<file path="config.mk">
export PLATFORM = sky130hd
export DESIGN_NAME = lcd_nibble_writer
export DESIGN_NICKNAME = d
export VERILOG_FILES = /design/src/rtl/lcd_pkg.sv /design/src/rtl/lcd_wait_timer.sv /design/src/rtl/lcd_nibble_writer.sv
export SDC_FILE = /design/constraint.sdc
export NUM_CORES = 1
export LEC_CHECK = 0
export BUFFER_PORTS_ARGS = -buffer_cell sky130_fd_sc_hd__buf_2
export CAP_MARGIN = 30
export CELL_PAD_IN_SITES_DETAIL_PLACEMENT = 0
export CELL_PAD_IN_SITES_GLOBAL_PLACEMENT = 1
export CORE_AREA = 5 5 72 90
export CTS_CLUSTER_SIZE = 28
export DETAILED_ROUTE_END_ITERATION = 12
export DIE_AREA = 0 0 77 95
export PLACE_DENSITY_LB_ADDON = 0.2
export SLEW_MARGIN = 15
export SYNTH_ARGS = -nofsm -noshare
export SYNTH_HDL_FRONTEND = slang
export SYNTH_SLANG_ARGS = --single-unit
export TNS_END_PERCENT = 1
</file>
<file path="constraint.sdc">
create_clock -name clock -period 4.6 [get_ports clock]
set_clock_uncertainty 0.1 [all_clocks]
set_input_delay 0.23 -clock clock [delete_from_list [all_inputs] [get_ports clock]]
set_output_delay 0.23 -clock clock [all_outputs]
set_load 0.05 [all_outputs]
</file>
<file path="src/rtl/lcd_pkg.sv">
// Shared types and timing constants for the 4-bit character-LCD writer.
// LCD_POWERON_INIT_EN adds the power-on states and the init nibble table.
package lcd_pkg;

  localparam int unsigned CNT_W = 20;

  localparam int unsigned DEF_SETUP_CYC      = 2;
  localparam int unsigned DEF_PULSE_CYC      = 12;
  localparam int unsigned DEF_HOLD_CYC       = 1;
  localparam int unsigned DEF_NIBBLE_GAP_CYC = 50;
  localparam int unsigned DEF_BYTE_GAP_CYC   = 2000;
  localparam int unsigned DEF_CLEAR_GAP_CYC  = 82000;

  localparam logic [7:0] OP_CLEAR     = 8'h01;
  localparam logic [7:0] OP_HOME      = 8'h02;
  localparam logic [7:0] OP_HOME_ALT  = 8'h03;

  localparam int unsigned PWR_WAIT_CYC = 750000;
  localparam logic [1:0]  PWR_LAST_IDX = 2'd3;

  typedef enum logic [3:0] {
    IDLE, SETUP_H, PULSE_H, HOLD_H, GAP_N, SETUP_L, PULSE_L, HOLD_L, GAP_B
`ifdef LCD_POWERON_INIT_EN
    , PWR_WAIT, PWR_SETUP, PWR_PULSE, PWR_HOLD, PWR_GAP
`endif
  } state_e;

  // A zero-cycle delay is treated as one cycle.
  function automatic logic [CNT_W-1:0] cyc_load(input int unsigned n);
    return (n == 0) ? '0 : CNT_W'(n - 1);
  endfunction

  function automatic logic is_slow_cmd(input logic rs, input logic [7:0] d);
    return !rs && (d == OP_CLEAR || d == OP_HOME || d == OP_HOME_ALT);
  endfunction

  function automatic logic [3:0] pwr_nibble(input logic [1:0] idx);
    return (idx == PWR_LAST_IDX) ? 4'h2 : 4'h3;
  endfunction

  function automatic int unsigned pwr_gap(input logic [1:0] idx);
    case (idx)
      2'd0:    return 205000;
      2'd1:    return 5000;
      default: return 2000;
    endcase
  endfunction

endpackage

</file>
<file path="src/rtl/lcd_wait_timer.sv">
// Loadable 20-bit down-counter that times every LCD delay; load wins over count.
// done is a flop decode (value == 0), so it is stable for the whole cycle.
module lcd_wait_timer
  import lcd_pkg::*;
(
  input  logic             clock,
  input  logic             reset,
  input  logic             load,
  input  logic [CNT_W-1:0] load_val,
  output logic [CNT_W-1:0] value,
  output logic             done
);

  logic [CNT_W-1:0] cnt_q, cnt_d;

  always_comb begin
    cnt_d = cnt_q;
    if (load) begin
      cnt_d = load_val;
    end else if (cnt_q != '0) begin
      cnt_d = cnt_q - 1'b1;
    end
  end

  always_ff @(posedge clock or negedge reset) begin
    if (!reset) cnt_q <= '0;
    else        cnt_q <= cnt_d;
  end

  assign value = cnt_q;
  assign done  = (cnt_q == '0);

endmodule

</file>
<file path="src/rtl/lcd_nibble_writer.sv">
// Byte-to-nibble LCD writer: one byte per handshake, busy 2*(S+P+H)+gapN+gapB cycles, in_ready only in IDLE.
// All LCD pins come from flops; LCD_POWERON_INIT_EN adds the 15 ms wait and 3/3/3/2 init nibbles.
module lcd_nibble_writer
  import lcd_pkg::*;
#(
  parameter int unsigned SETUP_CYC      = DEF_SETUP_CYC,
  parameter int unsigned PULSE_CYC      = DEF_PULSE_CYC,
  parameter int unsigned HOLD_CYC       = DEF_HOLD_CYC,
  parameter int unsigned NIBBLE_GAP_CYC = DEF_NIBBLE_GAP_CYC,
  parameter int unsigned BYTE_GAP_CYC   = DEF_BYTE_GAP_CYC,
  parameter int unsigned CLEAR_GAP_CYC  = DEF_CLEAR_GAP_CYC
) (
  input  logic       clock,
  input  logic       reset,
  input  logic       in_valid,
  output logic       in_ready,
  input  logic       in_rs,
  input  logic [7:0] in_data,
  output logic       LCD_E,
  output logic       LCD_RS,
  output logic       LCD_RW,
  output logic [3:0] SF_D
);

`ifdef LCD_POWERON_INIT_EN
  localparam state_e RESET_STATE = PWR_WAIT;
`else
  localparam state_e RESET_STATE = IDLE;
`endif

  state_e           state_q, state_d;
  logic             rs_q, rs_d;
  logic [7:0]       data_q, data_d;
  logic             lcd_e_q, lcd_e_d;
  logic             lcd_rs_q, lcd_rs_d;
  logic [3:0]       sf_d_q, sf_d_d;
  logic             tmr_load;
  logic [CNT_W-1:0] tmr_load_val;
  logic [CNT_W-1:0] unused_tmr_value;
  logic             tmr_done;
`ifdef LCD_POWERON_INIT_EN
  logic [1:0]       pwr_idx_q, pwr_idx_d;
  logic             pwr_armed_q, pwr_armed_d;
`endif

  lcd_wait_timer u_timer (
    .clock    (clock),
    .reset    (reset),
    .load     (tmr_load),
    .load_val (tmr_load_val),
    .value    (unused_tmr_value),
    .done     (tmr_done)
  );

  always_comb begin
    state_d      = state_q;
    rs_d         = rs_q;
    data_d       = data_q;
    tmr_load     = 1'b0;
    tmr_load_val = '0;
`ifdef LCD_POWERON_INIT_EN
    pwr_idx_d    = pwr_idx_q;
    pwr_armed_d  = pwr_armed_q;
`endif
    unique case (state_q)
      IDLE: if (in_valid) begin
        state_d      = SETUP_H;
        rs_d         = in_rs;
        data_d       = in_data;
        tmr_load     = 1'b1;
        tmr_load_val = cyc_load(SETUP_CYC);
      end
      SETUP_H: if (tmr_done) begin
        state_d = PULSE_H; tmr_load = 1'b1; tmr_load_val = cyc_load(PULSE_CYC);
      end
      PULSE_H: if (tmr_done) begin
        state_d = HOLD_H; tmr_load = 1'b1; tmr_load_val = cyc_load(HOLD_CYC);
      end
      HOLD_H: if (tmr_done) begin
        state_d = GAP_N; tmr_load = 1'b1; tmr_load_val = cyc_load(NIBBLE_GAP_CYC);
      end
      GAP_N: if (tmr_done) begin
        state_d = SETUP_L; tmr_load = 1'b1; tmr_load_val = cyc_load(SETUP_CYC);
      end
      SETUP_L: if (tmr_done) begin
        state_d = PULSE_L; tmr_load = 1'b1; tmr_load_val = cyc_load(PULSE_CYC);
      end
      PULSE_L: if (tmr_done) begin
        state_d = HOLD_L; tmr_load = 1'b1; tmr_load_val = cyc_load(HOLD_CYC);
      end
      HOLD_L: if (tmr_done) begin
        state_d      = GAP_B;
        tmr_load     = 1'b1;
        tmr_load_val = is_slow_cmd(rs_q, data_q) ? cyc_load(CLEAR_GAP_CYC)
                                                 : cyc_load(BYTE_GAP_CYC);
      end
      GAP_B: if (tmr_done) state_d = IDLE;
`ifdef LCD_POWERON_INIT_EN
      // First cycle arms the wait; the arming cycle counts toward the 15 ms.
      PWR_WAIT: begin
        if (!pwr_armed_q) begin
          pwr_armed_d  = 1'b1;
          tmr_load     = 1'b1;
          tmr_load_val = cyc_load(PWR_WAIT_CYC - 1);
        end else if (tmr_done) begin
          state_d = PWR_SETUP; tmr_load = 1'b1; tmr_load_val = cyc_load(SETUP_CYC);
        end
      end
      PWR_SETUP: if (tmr_done) begin
        state_d = PWR_PULSE; tmr_load = 1'b1; tmr_load_val = cyc_load(PULSE_CYC);
      end
      PWR_PULSE: if (tmr_done) begin
        state_d = PWR_HOLD; tmr_load = 1'b1; tmr_load_val = cyc_load(HOLD_CYC);
      end
      PWR_HOLD: if (tmr_done) begin
        state_d = PWR_GAP; tmr_load = 1'b1; tmr_load_val = cyc_load(pwr_gap(pwr_idx_q));
      end
      PWR_GAP: if (tmr_done) begin
        if (pwr_idx_q == PWR_LAST_IDX) begin
          state_d = IDLE;
        end else begin
          pwr_idx_d    = pwr_idx_q + 2'd1;
          state_d      = PWR_SETUP;
          tmr_load     = 1'b1;
          tmr_load_val = cyc_load(SETUP_CYC);
        end
      end
`endif
      default: state_d = IDLE;
    endcase
  end

  // Pins are computed from the next state so they can be registered without lag.
  always_comb begin
    lcd_e_d  = 1'b0;
    lcd_rs_d = 1'b0;
    sf_d_d   = 4'h0;
    case (state_d)
      SETUP_H, HOLD_H, GAP_N: begin
        lcd_rs_d = rs_d; sf_d_d = data_d[7:4];
      end
      PULSE_H: begin
        lcd_e_d = 1'b1; lcd_rs_d = rs_d; sf_d_d = data_d[7:4];
      end
      SETUP_L, HOLD_L, GAP_B: begin
        lcd_rs_d = rs_d; sf_d_d = data_d[3:0];
      end
      PULSE_L: begin
        lcd_e_d = 1'b1; lcd_rs_d = rs_d; sf_d_d = data_d[3:0];
      end
`ifdef LCD_POWERON_INIT_EN
      PWR_SETUP, PWR_HOLD, PWR_GAP: sf_d_d = pwr_nibble(pwr_idx_d);
      PWR_PULSE: begin
        lcd_e_d = 1'b1; sf_d_d = pwr_nibble(pwr_idx_d);
      end
`endif
      default: ;
    endcase
  end

  always_ff @(posedge clock or negedge reset) begin
    if (!reset) begin
      state_q     <= RESET_STATE;
      rs_q        <= 1'b0;
      data_q      <= 8'h00;
      lcd_e_q     <= 1'b0;
      lcd_rs_q    <= 1'b0;
      sf_d_q      <= 4'h0;
`ifdef LCD_POWERON_INIT_EN
      pwr_idx_q   <= 2'd0;
      pwr_armed_q <= 1'b0;
`endif
    end else begin
      state_q     <= state_d;
      rs_q        <= rs_d;
      data_q      <= data_d;
      lcd_e_q     <= lcd_e_d;
      lcd_rs_q    <= lcd_rs_d;
      sf_d_q      <= sf_d_d;
`ifdef LCD_POWERON_INIT_EN
      pwr_idx_q   <= pwr_idx_d;
      pwr_armed_q <= pwr_armed_d;
`endif
    end
  end

  assign in_ready = (state_q == IDLE);
  assign LCD_E    = lcd_e_q;
  assign LCD_RS   = lcd_rs_q;
  assign LCD_RW   = 1'b0;
  assign SF_D     = sf_d_q;

endmodule
</file>
After elaboration in Yosys (flattened, before gate mapping). Index checks and enable logic that the tools add are counted.

Register bits after elaboration: 39. Output and inout port bits: 8. Logic and storage cells: 70.

$add $sub $neg: 1. Equal/unequal tests: 19. Muxes and demuxes: 29. Reduce and logical (&&, ||, !) cells: 14.

Operators with widths (count): $pmux 17 s5 (1); $mux 20 (2); $mux 4 (10); $pmux 4 s9 (1); $mux 17 (2); $eq 4x3->1 const B (8); $logic_not 20->1 (1); $reduce_bool 20->1 (1); $sub 20x1->20 const B (1); $eq 4x2->1 const B (4); $eq 8x2->1 const B (2); $mux 8 (2); $eq 4x1->1 const B (2); $eq 4x4->1 const B (2); $eq 8x1->1 const B (1); $mux 1 (8); $pmux 4 s2 (1); $reduce_or 4->1 (2); $reduce_or 8->1 (1); $reduce_or 7->1 (1); $mux 6 (1); $logic_not 4->1 (1); $reduce_or 2->1 (2); $logic_or 1x1->1 (2); 4 further kinds (4).

Longest topological paths before layout. Gate-level depths: netlist of the first run.

Depth in word-level cells: 8. Depth in mapped cells: 8.

Modules after synthesis. Synthesis of the first run repeated with hierarchy kept, for this count alone.

Cells, all modules: 207. Area total of the unflattened synthesis: 2108.3 um2.

By module, submodules not included: lcd_wait_timer (instances 1, cells each 123, area an instance 1202.4 um2); lcd_nibble_writer (instances 1, cells each 84, area an instance 905.9 um2).

Worst setup path before layout of the first run. No wires, ideal clock.

Path type: reg-to-reg. Start point: reg u_timer.cnt_q[0], in the netlist u_timer.value[0]. End point: reg u_timer.cnt_q[1], in the netlist u_timer.value[1]. Arrival time: 2.170 ns. Required time: 4.375 ns. Setup slack: 2.205 ns. Stages on the path, launching flop included: 8. Path buffers: 0. Cells stage by stage: dfrtp_1 -> inv_1 -> ha_1 -> or4b_4 -> or4_4 -> o21ai_4 -> o22ai_1 -> mux2_2.

Word-level cells in the longest chain between the ends: 4. Elaborated cells between the ends (all ways): 11. Classes of those cells: 1 x add/sub; 7 x mux; 3 x reduce/logical.

RTL lines: start: declaration (line lcd_wait_timer.sv:14) `logic [CNT_W-1:0] cnt_q, cnt_d;`; start signal: assignment (line lcd_wait_timer.sv:27) `else cnt_q <= cnt_d;`; branches (longest 4 deep; another with $sub 20x1->20).

Several ways; the timed one is not identified. The select of a mux whose other input is x is not followed. A chain may end at the register's enable or synchronous reset.

Worst setup path after layout of the first run.
Start point: reg u_timer.cnt_q[0], in the netlist u_timer.value[0]. End point: reg sf_d_q[0], in the netlist SF_D[0].

Word-level cells in the longest chain between the ends: 6. Elaborated cells between the ends (all ways): 21. Classes of those cells: 8 x eq/ne; 10 x mux; 3 x reduce/logical.

RTL lines: $logic_not 20->1 (*) (line lcd_wait_timer.sv:31) `assign done = (cnt_q == '0);`; $mux 4, or another cell as far along (line lcd_nibble_writer.sv:97) `GAP_B: if (tmr_done) state_d = IDLE;`; $pmux 4 s9 (*) (line lcd_nibble_writer.sv:65) `unique case (state_q)`; $eq 4x3->1, or another cell as far along (line lcd_nibble_writer.sv:138) `case (state_d)`; $reduce_or 4->1 (no source line); $pmux 4 s2 (*) (line lcd_nibble_writer.sv:138); net sf_d_d[0] (line lcd_nibble_writer.sv:36) `logic [3:0] sf_d_q, sf_d_d;`; end signal: assignment (line lcd_nibble_writer.sv:168) `sf_d_q <= 4'h0;`; end signal: assignment (line lcd_nibble_writer.sv:179) `sf_d_q <= sf_d_d;`; end: declaration (line lcd_nibble_writer.sv:36).

Mark *: on every way through the listed nets, which the timed path passes. The rest lies on a longest branch.

==> results of run 1 <==
## power breakdown
group	internal [uW]	leakage [uW]	switching, uW	total (uW)
sequential	343	0.000484	0	343
clock	217	0.0000654	120	337
combinational	5.84	0.000580	10.4	16.3
total	565	0.00113	131	696
## registers in the layout, summed over array words and instances (netlist names)
signal,flops
LCD_RS,1
state_q,4
u_timer.value,20
rs_q,1
SF_D,4
LCD_E,1
data_q,8
## worst paths after layout
kind | depth (start not counted) | end | start
min | 3 | data_q[2] | in_data[2]
max | 7 | SF_D[0] | u_timer.value[0]
min in group asynchronous | 2 | data_q[3] | reset
min reg2reg | 2 | data_q[2] | data_q[2]
max in group asynchronous | 3 | u_timer.value[8] | reset
max reg2reg | 7 | SF_D[0] | u_timer.value[0]
## layer usage
metal | track usage | vias up | routed length, um
met3 | 0.0315 | 11 | 207
met5 | 0 | - | 0
met1 | 0.185 | 814 | 2280
met2 | 0.244 | 43 | 2470
met4 | 0.0645 | 0 | 131
li1 | - | 854 | -
## cells in the mapped netlist (4+ instances only)
cell      number  area [sq um]
xnor2_1        7          61.3
nand3_1        9          45.0
a21oi_1       15          75.1
mux2i_1        9          90.1
nor3_1        12          60.1
nor2_1        25          93.8
nand4_1        7          43.8
o22ai_1        6          37.5
nand2_1       12          45.0
inv_1         14          52.6
dfrtp_1       39           976
o21ai_0        4          20.0
nor4_1         7          43.8
clkbuf_1       5          18.8
## layout make-up
class	count	area, sq um	share of cell area
flip-flops and latches	39	976	0.409
multi-input cells	160	1020	0.426
clock buffers	6	72.6	0.0304
clock inverters	2	60.1	0.0252
well taps	66	82.6	0.0346
inverters	14	52.6	0.0220
repair buffers	21	128	0.0535
## critical path: stages (launching register included)
cell and delay (ps):
dfrtp_1 420, inv_1 100, ha_1 150, or4b_4 470, nor3_2 400, nand2_1 430, a32oi_1 490, o22ai_1 150
## cell families after synthesis
group / after synthesis / share of synthesized area
buffers and inverters: 24 / 0.0496
XOR/XNOR: 10 / 0.0418
AO/OA/AOI/OAI: 48 / 0.155
AND/OR/NAND/NOR: 88 / 0.220
other: 1 / 0.00179
flip-flops: 39 / 0.466
multiplexers: 11 / 0.0537
adder cells (fa/ha/maj): 2 / 0.0119
## per-stage QoR
stage          setup slack (ps)  power [uW]  hold WS, ps  cells
5_1_grt                    1480         722         82.4    308
2_1_floorplan              2210         352         -166    223
3_5_place_dp               1750         364          299    298
3_3_place_gp               1900         364          304    298
4_1_cts                    1750         704         69.0    307
6_report                   1750         696         65.5    308
## layout by cell type (no fill, tap or decap), types with 2 or more instances in the layout
| master | Yosys | routed |
|---|---|---|
| clkbuf_8 | 0 | 5 |
| a21oi_1 | 15 | 15 |
| mux2i_1 | 9 | 9 |
| or4_1 | 3 | 3 |
| a31oi_1 | 3 | 3 |
| or3_1 | 3 | 3 |
| bufinv_16 | 0 | 2 |
| xnor2_1 | 7 | 7 |
| xor2_1 | 3 | 3 |
| nor2_1 | 25 | 25 |
| and3_1 | 3 | 3 |
| nand3_1 | 9 | 9 |
| a211oi_1 | 3 | 3 |
| nand4_1 | 7 | 7 |
| a32oi_1 | 2 | 2 |
| o22ai_1 | 6 | 6 |
| inv_1 | 14 | 14 |
| dfrtp_1 | 39 | 39 |
| mux2_2 | 2 | 2 |
| buf_2 | 2 | 18 |
| o41ai_1 | 3 | 3 |
| o21ai_0 | 4 | 4 |
| nor4_1 | 7 | 7 |
| nand2_1 | 12 | 12 |
| nor3_1 | 12 | 12 |
| ha_1 | 2 | 2 |
## repair_timing
action / in CTS / in global routing
buffers inserted: 0 / 0
endpoints found under the hold margin: 39 / 0
hold buffers: 1 / 0
==> results.yml, run 1 <==
synth:
  synth_area_sq_mm: 0.00210
  yosys_most_used_dff: "dfrtp_1"
  synthArstFlopShare: 1.00
  synth_cell_types: 48
  syn_inst: 223
  yosysSeqAreaShare: 0.466
  ys.warnings.count: 0
  ys_ff_latch: 39
  syn_area_per_cell_sq_um: 9.40
  synth_edf_count: 0
  syn-num-nets: 237
floorplan:
  num_rows: 31
  dieArea_sq_mm: 0.00732
  die_h_um: 95
  initial_core_util: 0.373
  core_sq_mm: 0.00562
  ios: 20
  dieWidth_um: 77
drt:
  drc: 0
  post_drt_wl_per_cell_um: 16.5
  wirelength_um: 5100
  vias: 1722
  first_iter_violations: 109
  dr.pass1.iters: 4
  via_per_inst: 5.59
  ant_nets: 0
sta:
  fmax_ghz: 0.351
  finalCritPeriodShare: 0.620
  tns_ps: 0
  max_slew.worst_pin.slew_ps: 829
  hold_viol: 0
  grt_setup_unrepaired: "no"
  max-slew-margin-rel: 0.442
  final_max_slew_viol_count: 0
  min_period_ps: 2850
  setup_viol: 0
finish:
  n_antenna_cell: 0
  finish.instance_area_sq_mm: 0.00239
  n_fill_cell: 565
  area_growth_pct: 13.9
  fin_util: 0.424
  drive_gt1_frac: 0.145
  nets: 255
setup_path:
  crit_fanout: 15
  crit_required_ps: 4660
  critical_path_class: "reg2reg"
  r2r_slack_ps: 1750
  cp_data_arrival_time_ps: 2910
  worstSetupEndpointType: "flip-flop"
  start_kind: "flip-flop"
clock_network:
  clock-root-buffer: "clkbuf_8"
  cts_resized: 0
  clock-sinks: 39
  h-tree-depth: 2
  clock_latency_ps: 290
  clk_path_buf_depth: 2
  clk_pin_slew_ps: 80
  cts_made_buffers: 5
  cts_tree: "built"
worst_hold_path:
  min_path_type: "in2reg"
outcome:
  status: "finished, final reports clean"
global_routing:
  antenna_found_initial: 0
  grt_pass1_wl_um: 8520
  grt_use_total: 0.147
  globalRouteOverflowTotal: 0
  grt_start_max_net_pins: 40
  grt_pass1_vias: 1695
placed_design:
  place_congestion: 0.849
  post_dp_cell_area_sq_mm: 0.00222
  hpwlAfterDp_um: 3770
  portBuffers: 18
flow_run:
  maxCapViolations: 0
power_and_ir_drop:
  leakage_uw: 0.00113
  ir_drop_mv: 0.164
  power_density_mw_per_mm2: 292
Note: power is estimated with default switching activity, not from simulation.
==> inputs of run 2 (changes only) <==
- clock period: 4.6 -> 2.4 ns (I/O delays scaled with it)
==> results.yml, run 2 (synthesis results as in run 1) <==
outcome:
  status: "finished, final reports clean"
power_and_ir_drop:
  internal_power_uw: 987
  seq_power_share: 0.525
  power_density_mw_per_mm2: 469
  switching_power_uw: 265
  leakage_uw: 0.00129
  power_switching_share: 0.211
  p_clk_frac: 0.441
  ir_drop_mv: 0.195
  combPwrFrac: 0.034
worst_hold_path:
  min_path_type: "in2reg"
placed_design:
  place_congestion: 0.868
  post_dp_cell_area_sq_mm: 0.00241
  portBuffers: 18
  hpwlAfterDp_um: 4040
finish:
  layout_commonest_cell: "dfrtp_1"
  drive_gt1_frac: 0.239
  mostFrequentLayoutCells: "dfrtp_1, buf_4, nor2_1"
  fin_util: 0.474
  area_growth_pct: 27.2
  finish.instance_area_sq_mm: 0.00267
  n_antenna_cell: 0
  nets: 289
  largest_reg_flops: 20
setup_path:
  critPathMostFrequentCell: "or4_4"
  crit_required_ps: 2480
  critical_path_class: "reg2reg"
  crit_fanout: 5
  cp_slowest_cell: "or4_4"
  cpPeakStageDelay_ps: 580
  start_kind: "flip-flop"
  worstSetupEndpointType: "flip-flop"
  cp_data_arrival_time_ps: 2420
  r2r_slack_ps: 60
  path_cells: "or4_4, or4_4, o21ai_4, o22ai_2, mux2_2"
sta:
  finalCritPeriodShare: 0.975
  grt_setup_unrepaired: "yes"
  hold_viol: 0
  setup_viol: 0
  holdWs_ps: 114
  fmax_ghz: 0.427
  min_period_ps: 2340
  final_max_slew_viol_count: 0
drt:
  ant_nets: 0
  wirelength_um: 5480
  first_iter_violations: 119
  vias: 1832
  dr.pass1.iters: 4
  post_drt_wl_per_cell_um: 16.0
  drc: 0
  via_per_inst: 5.36
floorplan:
  num_rows: 31
  dieArea_sq_mm: 0.00732
  ios: 20
  dieWidth_um: 77
  core_sq_mm: 0.00562
  initial_core_util: 0.373
  die_h_um: 95
global_routing:
  grt_use_total: 0.158
  grt_start_max_net_pins: 40
  grt_pass1_wl_um: 9200
  grt_pass1_vias: 1835
  globalRouteOverflowTotal: 0
  antenna_found_initial: 0
clock_network:
  clock_latency_ps: 290
  cts_tree: "built"
  clk_pin_slew_ps: 80
  clock-sinks: 39
  h-tree-depth: 2
  cts_made_buffers: 5
  clk_path_buf_depth: 2
  clock-root-buffer: "clkbuf_8"
flow_run:
  maxCapViolations: 0
run 2: path summary, 6_finish.rpt:
kind / startpoint / to / cells past startpoint
max: u_timer.value[6] / u_timer.value[1] / 5
min: in_valid / state_q[0] / 3
max reg2reg: u_timer.value[6] / u_timer.value[1] / 5
min reg2reg: data_q[3] / data_q[3] / 2
max in group asynchronous: reset / u_timer.value[3] / 3
min in group asynchronous: reset / data_q[4] / 2
run 2: stage by stage:
stage	setup slack, ps	TNS, ps	cells	total power (uW)
floorplan	5.04	0	223	675
global placement	43.9	0	323	697
detailed placement	14.0	0	323	697
CTS	19.9	0	341	1270
global route	-29.0	-49.6	342	1300
finish	59.7	0	342	1250
run 2: area by class of cell:
class	count	area [sq um]
clock buffers	5	68.8
clock inverters	3	43.8
fillers	538	2960
inverters	14	52.6
multi-input cells	160	1040
flip-flops and latches	39	976
well taps	66	82.6
repair buffers	55	405
run 2: worst max-delay path: cells and delay by family (launching register included):
| kind | cells | cell delay [ps] |
|---|---|---|
| AND/OR/NAND/NOR | 2 | 1110 |
| flip-flops | 1 | 430 |
| AO/OA/AOI/OAI | 2 | 330 |
| multiplexers | 1 | 260 |
run 2: repair_timing:
action | CTS | global route
gates resized for setup | 1 | 4
pin swaps | 0 | 2
endpoints found under the setup margin | 2 | 10
buffers inserted | 0 | 0
hold buffers | 10 | 0
endpoints found under the hold margin | 48 | 0
run 2: routing by layer:
metal  global-route usage  routed length (um)
met1                0.199                2520
met2                0.271                2730
met3               0.0324                 182
met4               0.0501                  39
met5                    0                   0
run 2: power groups by stage:
stage / Sequential (uW) / Combinational [uW] / Clock, uW
final: 656 / 43.1 / 552
after global routing: 656 / 48.3 / 596
after CTS: 656 / 39.6 / 570
after detailed placement: 670 / 27.4 / 0
after global placement: 670 / 27.1 / 0
after floorplan: 670 / 5.53 / 0
